==> config.mk <==
export PLATFORM = sky130hd
export DESIGN_NAME = add32_seq
export DESIGN_NICKNAME = d
export VERILOG_FILES = /design/src/rtl/add32_seq_pkg.sv /design/src/rtl/add32_seq_full_add4.sv /design/src/rtl/add32_seq.sv
export SDC_FILE = /design/constraint.sdc
export NUM_CORES = 1
export LEC_CHECK = 0
export CAP_MARGIN = 20
export CORE_UTILIZATION = 48
export CTS_BUF_LIST = sky130_fd_sc_hd__clkbuf_8
export DETAILED_ROUTE_END_ITERATION = 8
export PLACE_DENSITY = 0.82
export SLEW_MARGIN = 20
export SYNTH_ARGS = -nofsm -noshare
export SYNTH_HDL_FRONTEND = slang
export SYNTH_HIERARCHICAL = 1
export SYNTH_SLANG_ARGS = --single-unit
export TNS_END_PERCENT = 30
==> constraint.sdc <==
create_clock -name clk -period 2.6 [get_ports clk]
set_input_delay 0.65 -clock clk [delete_from_list [all_inputs] [get_ports clk]]
set_output_delay 0.65 -clock clk [all_outputs]
set_load 0.005 [all_outputs]
==> src/rtl/add32_seq_pkg.sv <==
// Shared constants for the serial adder: default width, FSM encodings and
// the debug view exported by the top level.
package add32_seq_pkg;

    localparam int CPU_XLEN    = 32;
    localparam int NIBBLES_DEF = CPU_XLEN / 4;

    typedef enum logic [1:0] {
        ST_IDLE = 2'd0,
        ST_RUN  = 2'd1,
        ST_DONE = 2'd2
    } state_t;

    typedef struct packed {
        state_t state;
        logic   sub;
        logic   carry;
    } dbg_t;

    // A single-nibble configuration still needs a 1-bit index register.
    function automatic int idx_width(input int n);
        return (n > 1) ? $clog2(n) : 1;
    endfunction

endpackage

==> src/rtl/add32_seq_full_add4.sv <==
// 4-bit ripple slice used once per cycle by add32_seq.
module full_add4 (
    input  logic [3:0] a,
    input  logic [3:0] b,
    input  logic       ci,
    output logic [3:0] sum,
    output logic       co
);

    assign {co, sum} = {1'b0, a} + {1'b0, b} + {4'b0000, ci};

endmodule

==> src/rtl/add32_seq.sv <==
// Nibble-serial adder/subtractor: one 4-bit slice processes the operands
// LSB nibble first; done pulses for one cycle after the last nibble.
//
// Handshake: an operation is accepted on a rising edge where start=1 and
// ready=1; ready drops the next cycle and returns high the cycle after the
// done pulse. start while ready=0 is dropped, never queued.
module add32_seq
    import add32_seq_pkg::*;
#(
    parameter int NIBBLES = NIBBLES_DEF
) (
    input  logic                   clk,
    input  logic                   rst_n,
    input  logic                   start,
    input  logic                   sub,
    input  logic [4*NIBBLES-1:0]   a,
    input  logic [4*NIBBLES-1:0]   b,
    input  logic                   cin,
    output logic                   ready,
    output logic                   done,
    output logic [4*NIBBLES-1:0]   s,
    output logic                   cout,
    output logic                   ovf,
    output dbg_t                   dbg
);

    localparam int W  = 4 * NIBBLES;
    localparam int IW = idx_width(NIBBLES);
    localparam logic [IW-1:0] LAST_IDX = IW'(NIBBLES - 1);

    state_t          r_state;
    logic [IW-1:0]   r_idx;
    logic            r_carry;
    logic            r_sub;
    logic [W-1:0]    r_a;
    logic [W-1:0]    r_b;
    logic [W-1:0]    r_s;
    logic            r_ready;
    logic            r_done;
    logic            r_cout;
    logic            r_ovf;

    logic [IW+1:0]   w_base;
    logic [3:0]      w_a_nib;
    logic [3:0]      w_b_nib;
    logic [3:0]      w_sum;
    logic            w_co;

    assign w_base  = {r_idx, 2'b00};
    assign w_a_nib = r_a[w_base +: 4];
    assign w_b_nib = r_b[w_base +: 4];

    full_add4 u_slice (
        .a   (w_a_nib),
        .b   (w_b_nib),
        .ci  (r_carry),
        .sum (w_sum),
        .co  (w_co)
    );

    always_ff @(posedge clk or negedge rst_n) begin
        if (!rst_n) begin
            r_state <= ST_IDLE;
            r_idx   <= '0;
            r_carry <= 1'b0;
            r_sub   <= 1'b0;
            r_a     <= '0;
            r_b     <= '0;
            r_s     <= '0;
            r_ready <= 1'b1;
            r_done  <= 1'b0;
            r_cout  <= 1'b0;
            r_ovf   <= 1'b0;
        end else begin
            case (r_state)
                ST_IDLE: begin
                    if (start && r_ready) begin
                        // Subtract is a + ~b + 1, so the inversion and forced carry happen here once.
                        r_a     <= a;
                        r_b     <= sub ? ~b : b;
                        r_sub   <= sub;
                        r_carry <= sub | cin;
                        r_idx   <= '0;
                        r_ready <= 1'b0;
                        r_state <= ST_RUN;
                    end
                end
                ST_RUN: begin
                    r_s[w_base +: 4] <= w_sum;
                    r_carry          <= w_co;
                    if (r_idx == LAST_IDX) begin
                        r_idx   <= '0;
                        r_cout  <= w_co;
                        r_ovf   <= (r_a[W-1] == r_b[W-1]) && (w_sum[3] != r_a[W-1]);
                        r_done  <= 1'b1;
                        r_state <= ST_DONE;
                    end else begin
                        r_idx <= r_idx + 1'b1;
                    end
                end
                ST_DONE: begin
                    r_done  <= 1'b0;
                    r_ready <= 1'b1;
                    r_state <= ST_IDLE;
                end
                default: begin
                    r_done  <= 1'b0;
                    r_ready <= 1'b1;
                    r_state <= ST_IDLE;
                end
            endcase
        end
    end

    assign ready = r_ready;
    assign done  = r_done;
    assign s     = r_s;
    assign cout  = r_cout;
    assign ovf   = r_ovf;
    assign dbg   = '{state: r_state, sub: r_sub, carry: r_carry};

endmodule
# After elaboration in Yosys (flattened, before gate mapping)
# Cells that the tools add are included.
# word_totals
romBits	0
word_cells	53
mem_count	0
latch_bits	0
out_inout_bits	40
reg_bits	107
inputBits	69
mem_bits_rw	0
# classes
n_eq_ne	6
add_sub_neg	4
mul	0
n_reduce_logical	10
div_mod_pow	0
order_cmp	0
bitwise_logic	4
mux	14
shifts	4
# ops
operator	n
$shiftx 32x6->4	2
$bwmux 32	1
$mux 32	1
$not 32->32	1
$shift 4x7->32 const A	1
$shiftx 4x7->32	1
$reduce_and 2->1	6
$neg 5->7	1
$mux 3	2
$pmux 1 s2	3
$pmux 3 s2	1
$add 4x4->5	1
$add 5x1->5	1
$mux 2	2
$ne 2x2->1 const B	2
$pmux 2 s2	1
$add 3x1->3 const B	1
$eq 3x3->1 const B	1
$mux 1	3
$eq 2x1->1 const B	1
$logic_and 1x1->1	2
$logic_not 2->1	1
$not 1->1	2
$reduce_bool 2->1	1
3 further kinds	3

# Logic depth before layout (Yosys ltp)
# Gate-level depths: netlist (run 1).
# depth
depth_word	5
depth_mapped	13
mapped_depth_nobuf	11

# By module
# The synthesis (run 1) kept the hierarchy.
# modules_own_cells
mod	cells_each	seq_area_each_um2	n_inst	area_per_inst_um2
add32_seq	401	2678.8	1	5144.9
full_add4	16	0.0	1	143.9

# Worst setup path after synthesis (run 1)
# No wires, ideal clock.
# synth_path
kind	register -> register
startpoint	reg r_idx[0]
endpoint	reg r_ovf (netlist: ovf)
arrival_time_ns	2.580
n_path_buf	2
stages_incl_launch_ff	12
slack_ns	-0.104
setup_ns	0.125
synth_period_minus_slack_ns	2.704
required_ns	2.475
cell_sequence	dfrtp_1 buf_6 buf_6 mux4_2 nand2_1 nand2_1 fa_1 a21o_1 a21oi_2 xnor2_1 o22ai_1 mux2_2
# synth_via
elab_chain_cells	5
elab_cells_between_ends	8
classes_between	add/sub: 2; eq/ne: 2; shift: 2; reduce/logical: 2
# synth_rtl
item	line	text
start, declared	add32_seq.sv:32	logic [IW-1:0] r_idx;
start signal, assigned	add32_seq.sv:98	r_idx <= r_idx + 1'b1;
$shiftx 32x6->4	add32_seq.sv:50	assign w_a_nib = r_a[w_base +: 4];
net w_a_nib[0]	add32_seq.sv:44	logic [3:0] w_a_nib;
$add 4x4->5	add32_seq_full_add4.sv:10	assign {co, sum} = {1'b0, a} + {1'b0, b} + {4'b0000, ci};
$add 5x1->5	add32_seq_full_add4.sv:10	
net w_sum[3]	add32_seq.sv:46	logic [3:0] w_sum;
$ne 1x1->1	add32_seq.sv:94	r_ovf <= (r_a[W-1] == r_b[W-1]) && (w_sum[3] != r_a[W-1]);
$logic_and 1x1->1	add32_seq.sv:94	
end signal, assigned	add32_seq.sv:94	
end, declared	add32_seq.sv:41	logic r_ovf;
# The timed path passes the listed nets, and every way through them passes these cells.
# A chain may end at the register's enable or synchronous reset.

# Worst setup path after layout (run 1)
# layout_path
startpoint	reg r_idx[0]
endpoint	reg r_s[31] (netlist: s[31])
# layout_via
elab_chain_cells	5
elab_cells_between_ends	8
classes_between	add/sub: 3; shift: 4; mux: 1
# layout_rtl
item	line	text
$shiftx 32x6->4	add32_seq.sv:51	assign w_b_nib = r_b[w_base +: 4];
net w_b_nib[0]	add32_seq.sv:45	logic [3:0] w_b_nib;
$add 4x4->5	add32_seq_full_add4.sv:10	
$add 5x1->5	add32_seq_full_add4.sv:10	
net w_sum[3]	add32_seq.sv:46	
$shiftx 4x7->32	add32_seq.sv:89	r_s[w_base +: 4] <= w_sum;
$bwmux 32	add32_seq.sv:89	
end signal, assigned by index	add32_seq.sv:89	
end, declared	add32_seq.sv:37	logic [W-1:0] r_s;
# The timed path passes the listed nets, and every way through them passes these cells.

==> impl_metrics.prom, run 1 <==
# TYPE chip_impl_metric gauge
chip_impl_info{name="outcome",value="complete, but fails checks"} 1
chip_impl_info{name="violations",value="setup timing"} 1
chip_impl_metric{name="finalWorstSetupSlack",unit="ns"} -0.0949
chip_impl_metric{name="hold_violations",unit=""} 0
chip_impl_metric{name="critPathBufInv",unit=""} 1
chip_impl_metric{name="synth_cell_types",unit=""} 32
chip_impl_metric{name="route.detailed.drc",unit=""} 0
chip_impl_info{name="timing.critical_path.cells",value="buf_12, mux4_2, nand2_2, nand2_2, fa_2, a21o_1, a21oi_2, xnor2_2, nand2b_1, nor2_1, mux2_2"} 1
chip_impl_metric{name="final_min_period_over_clock_period",unit="%"} 104
chip_impl_metric{name="worst_slew_margin_rel",unit="%"} 40.1
chip_impl_metric{name="synth_edf_count",unit=""} 0
chip_impl_metric{name="post-route-min-period",unit="ns"} 2.69
chip_impl_metric{name="placementRows",unit=""} 37
chip_impl_metric{name="floorplan.initialDensity",unit="%"} 50.3
chip_impl_metric{name="avgViaCountPerCell",unit=""} 5.33
chip_impl_metric{name="synthesis.area_per_instance",unit="um^2"} 12.7
chip_impl_metric{name="grt_start_max_net_pins",unit=""} 43
chip_impl_metric{name="wl_per_cell",unit="um"} 17.0
chip_impl_metric{name="floorplan_die_area",unit="mm^2"} 0.0114
chip_impl_metric{name="seq_area_frac_synth",unit="%"} 50.7
chip_impl_metric{name="path_clk_slew",unit="ns"} 0.10
chip_impl_metric{name="detailedRoute.firstIterationViolations",unit=""} 120
chip_impl_metric{name="grt_pass1_wl",unit="mm"} 18.8
chip_impl_metric{name="die-height",unit="um"} 107
chip_impl_metric{name="place_ws",unit="ns"} -0.111
chip_impl_metric{name="cap_violations",unit=""} 0
chip_impl_info{name="criticalPathCategory",value="flop to flop"} 1
chip_impl_metric{name="async_reset_ff_share",unit="%"} 100
chip_impl_metric{name="worst_ep_required_time",unit="ns"} 2.85
chip_impl_metric{name="layout-area-overhead-vs-synth",unit="%"} 29.4
chip_impl_metric{name="use_met1",unit="%"} 28.0
chip_impl_metric{name="die_width",unit="um"} 107
chip_impl_metric{name="clk-insertion-delay-late",unit="ns"} 0.37
chip_impl_info{name="hold_path_class",value="primary input to asynchronous set/reset pin"} 1
chip_impl_metric{name="timing.reg2reg.setup_slack",unit="ns"} -0.09
chip_impl_info{name="worst_path_dominant_cell_family",value="multiplexers"} 1
chip_impl_metric{name="h-tree-depth",unit=""} 3
chip_impl_metric{name="gp_congestion",unit=""} 0.848
chip_impl_metric{name="number_of_max_slew_violations_in_the_final_report",unit=""} 0
chip_impl_metric{name="num_antenna_cells",unit=""} 0
chip_impl_info{name="cp_slowest_cell",value="mux4_2"} 1
chip_impl_info{name="yosysTopAreaCell",value="dfrtp_1"} 1
chip_impl_metric{name="overflow",unit=""} 0
chip_impl_metric{name="max-clock-path-buffers",unit=""} 2
chip_impl_metric{name="placeableCoreArea",unit="mm^2"} 0.0105
chip_impl_info{name="top_usage_layer",value="met2"} 1
chip_impl_metric{name="placed_cell_area",unit="mm^2"} 0.00655
chip_impl_metric{name="cts-buffers-inserted",unit=""} 9
chip_impl_metric{name="holdBufCountCts",unit=""} 0
chip_impl_metric{name="buffer_ports.inserted",unit=""} 108
chip_impl_metric{name="synthesis.instances",unit=""} 417
chip_impl_metric{name="timing.hold.ws",unit="ns"} 0.248
chip_impl_metric{name="syn_nets",unit=""} 498
chip_impl_metric{name="finClkSkew",unit="ns"} 0.0142
chip_impl_metric{name="num-nets-final",unit=""} 616
chip_impl_metric{name="yosys_warnings",unit=""} 6
chip_impl_info{name="root_buffer",value="clkbuf_8"} 1
chip_impl_metric{name="setup-tns-final",unit="ns"} -0.672
chip_impl_metric{name="vias",unit=""} 3600
chip_impl_metric{name="drive_above_1_share",unit="%"} 30.2
chip_impl_metric{name="final-setup-viol-count",unit=""} 16
chip_impl_metric{name="met3_usage",unit="%"} 4.50
chip_impl_info{name="synthFlopType",value="dfrtp_1"} 1
chip_impl_metric{name="worst-path-max-fanout",unit=""} 6
chip_impl_metric{name="synth_top_area_share",unit="%"} 50.2
chip_impl_info{name="yosys.cell_count.top_type",value="dfrtp_1"} 1
chip_impl_metric{name="cts.sinks",unit=""} 107
chip_impl_metric{name="cpPeakStageDelay",unit="ns"} 0.50
chip_impl_metric{name="max_freq",unit="GHz"} 0.371
chip_impl_metric{name="netlist_area",unit="mm^2"} 0.00529
chip_impl_metric{name="ir_drop",unit="mV"} 0.757
chip_impl_info{name="clock_tree_from_tritoncts",value="done"} 1
chip_impl_metric{name="antenna_found_initial",unit=""} 0
chip_impl_metric{name="gr-usage-met2",unit="%"} 36.8
chip_impl_metric{name="hpwl",unit="mm"} 8.74
chip_impl_metric{name="layout.core_utilization",unit="%"} 65.1
chip_impl_metric{name="yosys_register_bits",unit=""} 107
chip_impl_metric{name="finish.instance_area",unit="mm^2"} 0.00684
chip_impl_info{name="grt_setup_unrepaired",value="true"} 1
chip_impl_info{name="critPathLaunchType",value="flop"} 1
chip_impl_metric{name="postRouteAntennaNets",unit=""} 0
chip_impl_info{name="worstSetupEndpointType",value="flop"} 1
chip_impl_metric{name="power_leakage",unit="nW"} 2.97
chip_impl_metric{name="firstDrtPassIters",unit=""} 4
chip_impl_metric{name="ios",unit=""} 109
chip_impl_metric{name="power_per_cell_area",unit="mW/mm^2"} 1310
chip_impl_info{name="synth.cells.most_frequent",value="dfrtp_1, mux2_2, nor2_1, xnor2_1, nand2_1"} 1
chip_impl_metric{name="grt_pass1_vias",unit=""} 3800
chip_impl_metric{name="worstMarginPinSlew",unit="ns"} 0.898
chip_impl_metric{name="routed_wire_length",unit="mm"} 11.5
chip_impl_info{name="synth_area_leaders",value="dfrtp_1, mux2_2, mux4_2"} 1
chip_impl_metric{name="global_router_s_overall_resource_usage",unit="%"} 21.6
chip_impl_metric{name="critical_path_arrival",unit="ns"} 2.95
chip_impl_info{name="worst_path_most_repeated_cell",value="nand2_2"} 1
-- registers in the layout (all words and copies together), names as in the netlist, 2 cells and up --
signal,count
s,32
r_b,32
r_idx,3
r_state,2
r_a,32
-- repair_timing --
item / CTS / global route
setup endpoints to repair: 22 / 25
setup buffers: 2 / 1
gates resized for setup: 6 / 12
gates cloned: 0 / 1
pin swaps: 1 / 9
endpoints found under the hold margin: 0 / 0
-- path summary, 6_finish.rpt --
check                          from         end  cells after the start
max                        r_idx[0]       s[31]                     11
min                           rst_n  r_state[0]                      1
max reg2reg                r_idx[0]       s[31]                     11
min reg2reg                    done        done                      2
max in group asynchronous     rst_n     r_b[20]                      2
min in group clk               done        done                      2
-- metrics by stage --
stage                     power, W  cells
after floorplan            0.00576    417
after global placement     0.00723    657
after detailed placement   0.00748    657
after CTS                  0.00863    674
after global routing       0.00959    676
final                      0.00896    676
-- routing by layer --
layer  wire (um)  vias to the layer above
met5           0                        -
met4         165                        0
met3         580                       20
met2        5850                      122
met1        4870                     1785
li1            -                     1673
-- logic make-up after synthesis --
family                   share of synthesized area [%]
AO/OA/AOI/OAI                                     5.20
XOR/XNOR                                          5.63
multiplexers                                      21.1
flip-flops                                        50.7
AND/OR/NAND/NOR                                   10.5
buffers and inverters                             3.86
adder cells (fa/ha/maj)                           3.12
-- report_power, final --
group | internal (W) | switching, W | leakage [nW]
logic | 0.00268 | 0.00240 | 1.53
clock network | 0.000466 | 0.000555 | 0.105
registers | 0.00241 | 0.000452 | 1.33
-- layout make-up --
class	count	area, um^2
Clock buffer	10	138
Inverter	8	30.0
Sequential cell	107	2680
Multi-Input combinational cell	278	2480
Clock inverter	6	58.8
Timing Repair Buffer	131	1290
Fill cell	796	3670
Tap cell	136	170
-- cells in the final DEF (no fill, tap or decap), types with 3 or more instances in the layout --
cell	n
ha_1	10
nand4b_2	4
nand2_2	3
a21oi_2	11
nor3_2	4
nor2_1	43
xnor2_1	32
clkbuf_8	10
o31ai_1	3
mux4_2	16
mux2_4	3
nand2b_1	8
dfrtp_1	105
nor2_2	5
a21oi_1	23
nand2_1	28
mux2_2	64
buf_4	21
clkdlybuf4s50_1	106
inv_1	7
Note: power is estimated with default switching activity, not from simulation.
==> run 2, diff against run 1 <==
--- a/config.mk
+++ b/config.mk
@@ -10,6 +10,7 @@
 export CTS_BUF_LIST = sky130_fd_sc_hd__clkbuf_8
 export DETAILED_ROUTE_END_ITERATION = 8
 export PLACE_DENSITY = 0.82
+export RECOVER_POWER = 25
 export SLEW_MARGIN = 20
 export SYNTH_ARGS = -nofsm -noshare
 export SYNTH_HDL_FRONTEND = slang
==> impl_metrics.prom, run 2 (synthesized netlist as in run 1, its figures left out) <==
# TYPE chip_impl_metric gauge
chip_impl_metric{name="p_clk_share",unit="%"} 11.4
chip_impl_metric{name="routed_wire_length",unit="mm"} 11.5
chip_impl_metric{name="max-clock-path-buffers",unit=""} 2
chip_impl_metric{name="avgViaCountPerCell",unit=""} 5.34
chip_impl_metric{name="final-setup-viol-count",unit=""} 16
chip_impl_metric{name="layout.filler_cells",unit=""} 801
chip_impl_metric{name="grt_start_max_net_pins",unit=""} 43
chip_impl_metric{name="swShare",unit="%"} 38.0
chip_impl_metric{name="p_comb_share",unit="%"} 56.6
chip_impl_metric{name="vias",unit=""} 3608
chip_impl_metric{name="worst-path-max-fanout",unit=""} 6
chip_impl_info{name="clock_tree_from_tritoncts",value="done"} 1
chip_impl_metric{name="postRouteAntennaNets",unit=""} 0
chip_impl_metric{name="floorplan.initialDensity",unit="%"} 50.3
chip_impl_metric{name="buffer_ports.inserted",unit=""} 108
chip_impl_metric{name="cts.sinks",unit=""} 107
chip_impl_metric{name="power_per_cell_area",unit="mW/mm^2"} 1310
chip_impl_metric{name="cellInternalPower",unit="W"} 0.00555
chip_impl_info{name="worstSetupEndpointType",value="flop"} 1
chip_impl_metric{name="power.share.sequential",unit="%"} 32.0
chip_impl_metric{name="placeableCoreArea",unit="mm^2"} 0.0105
chip_impl_metric{name="cts-buffers-inserted",unit=""} 9
chip_impl_metric{name="die_width",unit="um"} 107
chip_impl_metric{name="grt_pass1_vias",unit=""} 3800
chip_impl_metric{name="hpwl",unit="mm"} 8.74
chip_impl_metric{name="layout.core_utilization",unit="%"} 65.0
chip_impl_metric{name="number_of_max_slew_violations_in_the_final_report",unit=""} 0
chip_impl_metric{name="ir_drop",unit="mV"} 0.755
chip_impl_metric{name="final_min_period_over_clock_period",unit="%"} 104
chip_impl_metric{name="layout-area-overhead-vs-synth",unit="%"} 29.2
chip_impl_info{name="grt_setup_unrepaired",value="true"} 1
chip_impl_metric{name="finClkSkew",unit="ns"} 0.0138
chip_impl_info{name="criticalPathCategory",value="flop to flop"} 1
chip_impl_metric{name="num-nets-final",unit=""} 616
chip_impl_metric{name="h-tree-depth",unit=""} 3
chip_impl_metric{name="cap_violations",unit=""} 0
chip_impl_info{name="root_buffer",value="clkbuf_8"} 1
chip_impl_metric{name="ios",unit=""} 109
chip_impl_metric{name="instances_no_fill",unit=""} 676
chip_impl_metric{name="worst_ep_required_time",unit="ns"} 2.85
chip_impl_metric{name="path_clk_slew",unit="ns"} 0.10
chip_impl_metric{name="detailedRoute.firstIterationViolations",unit=""} 122
chip_impl_metric{name="floorplan_die_area",unit="mm^2"} 0.0114
chip_impl_metric{name="clk-insertion-delay-late",unit="ns"} 0.37
chip_impl_info{name="violations",value="setup timing"} 1
chip_impl_metric{name="global_router_s_overall_resource_usage",unit="%"} 21.6
chip_impl_metric{name="num_antenna_cells",unit=""} 0
chip_impl_metric{name="grt_pass1_wl",unit="mm"} 18.8
chip_impl_info{name="layout_commonest_cell",value="clkdlybuf4s50_1"} 1
chip_impl_metric{name="post-route-min-period",unit="ns"} 2.70
chip_impl_metric{name="worstMarginPinSlew",unit="ns"} 1.06
chip_impl_info{name="critPathLaunchType",value="flop"} 1
chip_impl_metric{name="netSwitchingPower",unit="W"} 0.00341
chip_impl_metric{name="power_leakage",unit="nW"} 2.96
chip_impl_metric{name="hold_violations",unit=""} 0
chip_impl_metric{name="placementRows",unit=""} 37
chip_impl_metric{name="max_freq",unit="GHz"} 0.371
chip_impl_metric{name="finish.instance_area",unit="mm^2"} 0.00683
chip_impl_info{name="mostFrequentLayoutCells",value="clkdlybuf4s50_1, dfrtp_1, mux2_2, nor2_1, xnor2_1"} 1
chip_impl_metric{name="place_ws",unit="ns"} -0.111
chip_impl_metric{name="drive_above_1_share",unit="%"} 29.8
chip_impl_info{name="hold_path_class",value="primary input to asynchronous set/reset pin"} 1
chip_impl_metric{name="placed_cell_area",unit="mm^2"} 0.00655
chip_impl_metric{name="route.detailed.drc",unit=""} 0
chip_impl_metric{name="antenna_found_initial",unit=""} 0
chip_impl_metric{name="post-place-cells",unit=""} 657
chip_impl_metric{name="worst_slew_margin_rel",unit="%"} 29.5
chip_impl_info{name="outcome",value="complete, but fails checks"} 1
chip_impl_metric{name="critical_path_arrival",unit="ns"} 2.95
chip_impl_metric{name="finalWorstSetupSlack",unit="ns"} -0.0964
chip_impl_metric{name="firstDrtPassIters",unit=""} 4
chip_impl_metric{name="gp_congestion",unit=""} 0.848
chip_impl_metric{name="die-height",unit="um"} 107
chip_impl_metric{name="wl_per_cell",unit="um"} 17.0
chip_impl_metric{name="overflow",unit=""} 0
## run 2: cell count changes in the layout (fill, tap and decap cells not counted)
cell / delta
clkbuf_2: +1
buf_4: -3
clkbuf_1: +2
## run 2: routing by layer
metal | vias up | GRT usage (%) | share of wire, %
met5 | - | 0 | 0
met4 | 0 | 5.77 | 1.3
met3 | 16 | 4.50 | 4.8
met2 | 116 | 36.8 | 51
met1 | 1801 | 28.0 | 43
li1 | 1675 | - | -
## run 2: power by group through the flow
stage / clock [W] / combinational, W / sequential [W]
final: 0.00102 / 0.00507 / 0.00287
after global routing: 0.00110 / 0.00554 / 0.00296
after CTS: 0.00103 / 0.00474 / 0.00286
after detailed placement: 0 / 0.00458 / 0.00290
after global placement: 0 / 0.00438 / 0.00285
after floorplan: 0 / 0.00300 / 0.00276
## run 2: path summary, 6_finish.rpt
path | start | endpoint | cells past startpoint | slack, ns
max | r_idx[0] | s[31] | 11 | -0.1
min in group clk | done | done | 2 | 0.51
min reg2reg | done | done | 2 | 0.51
min | rst_n | r_state[0] | 1 | 0.45
max reg2reg | r_idx[0] | s[31] | 11 | -0.1
max in group asynchronous | rst_n | r_a[27] | 2 | 0.64
## run 2: layout make-up
class / count / area, um^2 / share of cell area [%]
clock buffers: 10 / 138 / 2.01
flip-flops and latches: 107 / 2680 / 39.2
well taps: 136 / 170 / 2.49
multi-input cells: 278 / 2480 / 36.3
inverters: 8 / 30.0 / 0.439
clock inverters: 6 / 58.8 / 0.861
repair buffers: 131 / 1280 / 18.7
## run 2: critical path, cell delays in order (launching register included)
cell,delay (ns)
dfrtp_2,0.43
buf_12,0.14
mux4_2,0.50
nand2_2,0.08
nand2_2,0.06
fa_2,0.39
a21o_1,0.17
a21oi_2,0.17
xnor2_2,0.12
nand2b_1,0.16
nor2_1,0.08
mux2_2,0.27
## run 2: timing repair
| action | 4_1_cts | 5_1_grt |
|---|---|---|
| setup endpoints to repair | 22 | 25 |
| resized for setup | 6 | 12 |
| pin swaps | 1 | 9 |
| setup buffers | 2 | 1 |
| hold buffers | 0 | 0 |
| cloned | 0 | 1 |
## run 2: per-stage QoR
| stage | TNS, ns | hold slack (ns) | power [W] |
|---|---|---|---|
| floorplan | -0.0785 | 0.354 | 0.00576 |
| CTS | -0.968 | 0.262 | 0.00863 |
| detailed placement | -1.48 | 0.493 | 0.00748 |
| finish | -0.665 | 0.449 | 0.00896 |
| global route | -3.03 | 0.524 | 0.00959 |
| global placement | -0.283 | 0.485 | 0.00723 |
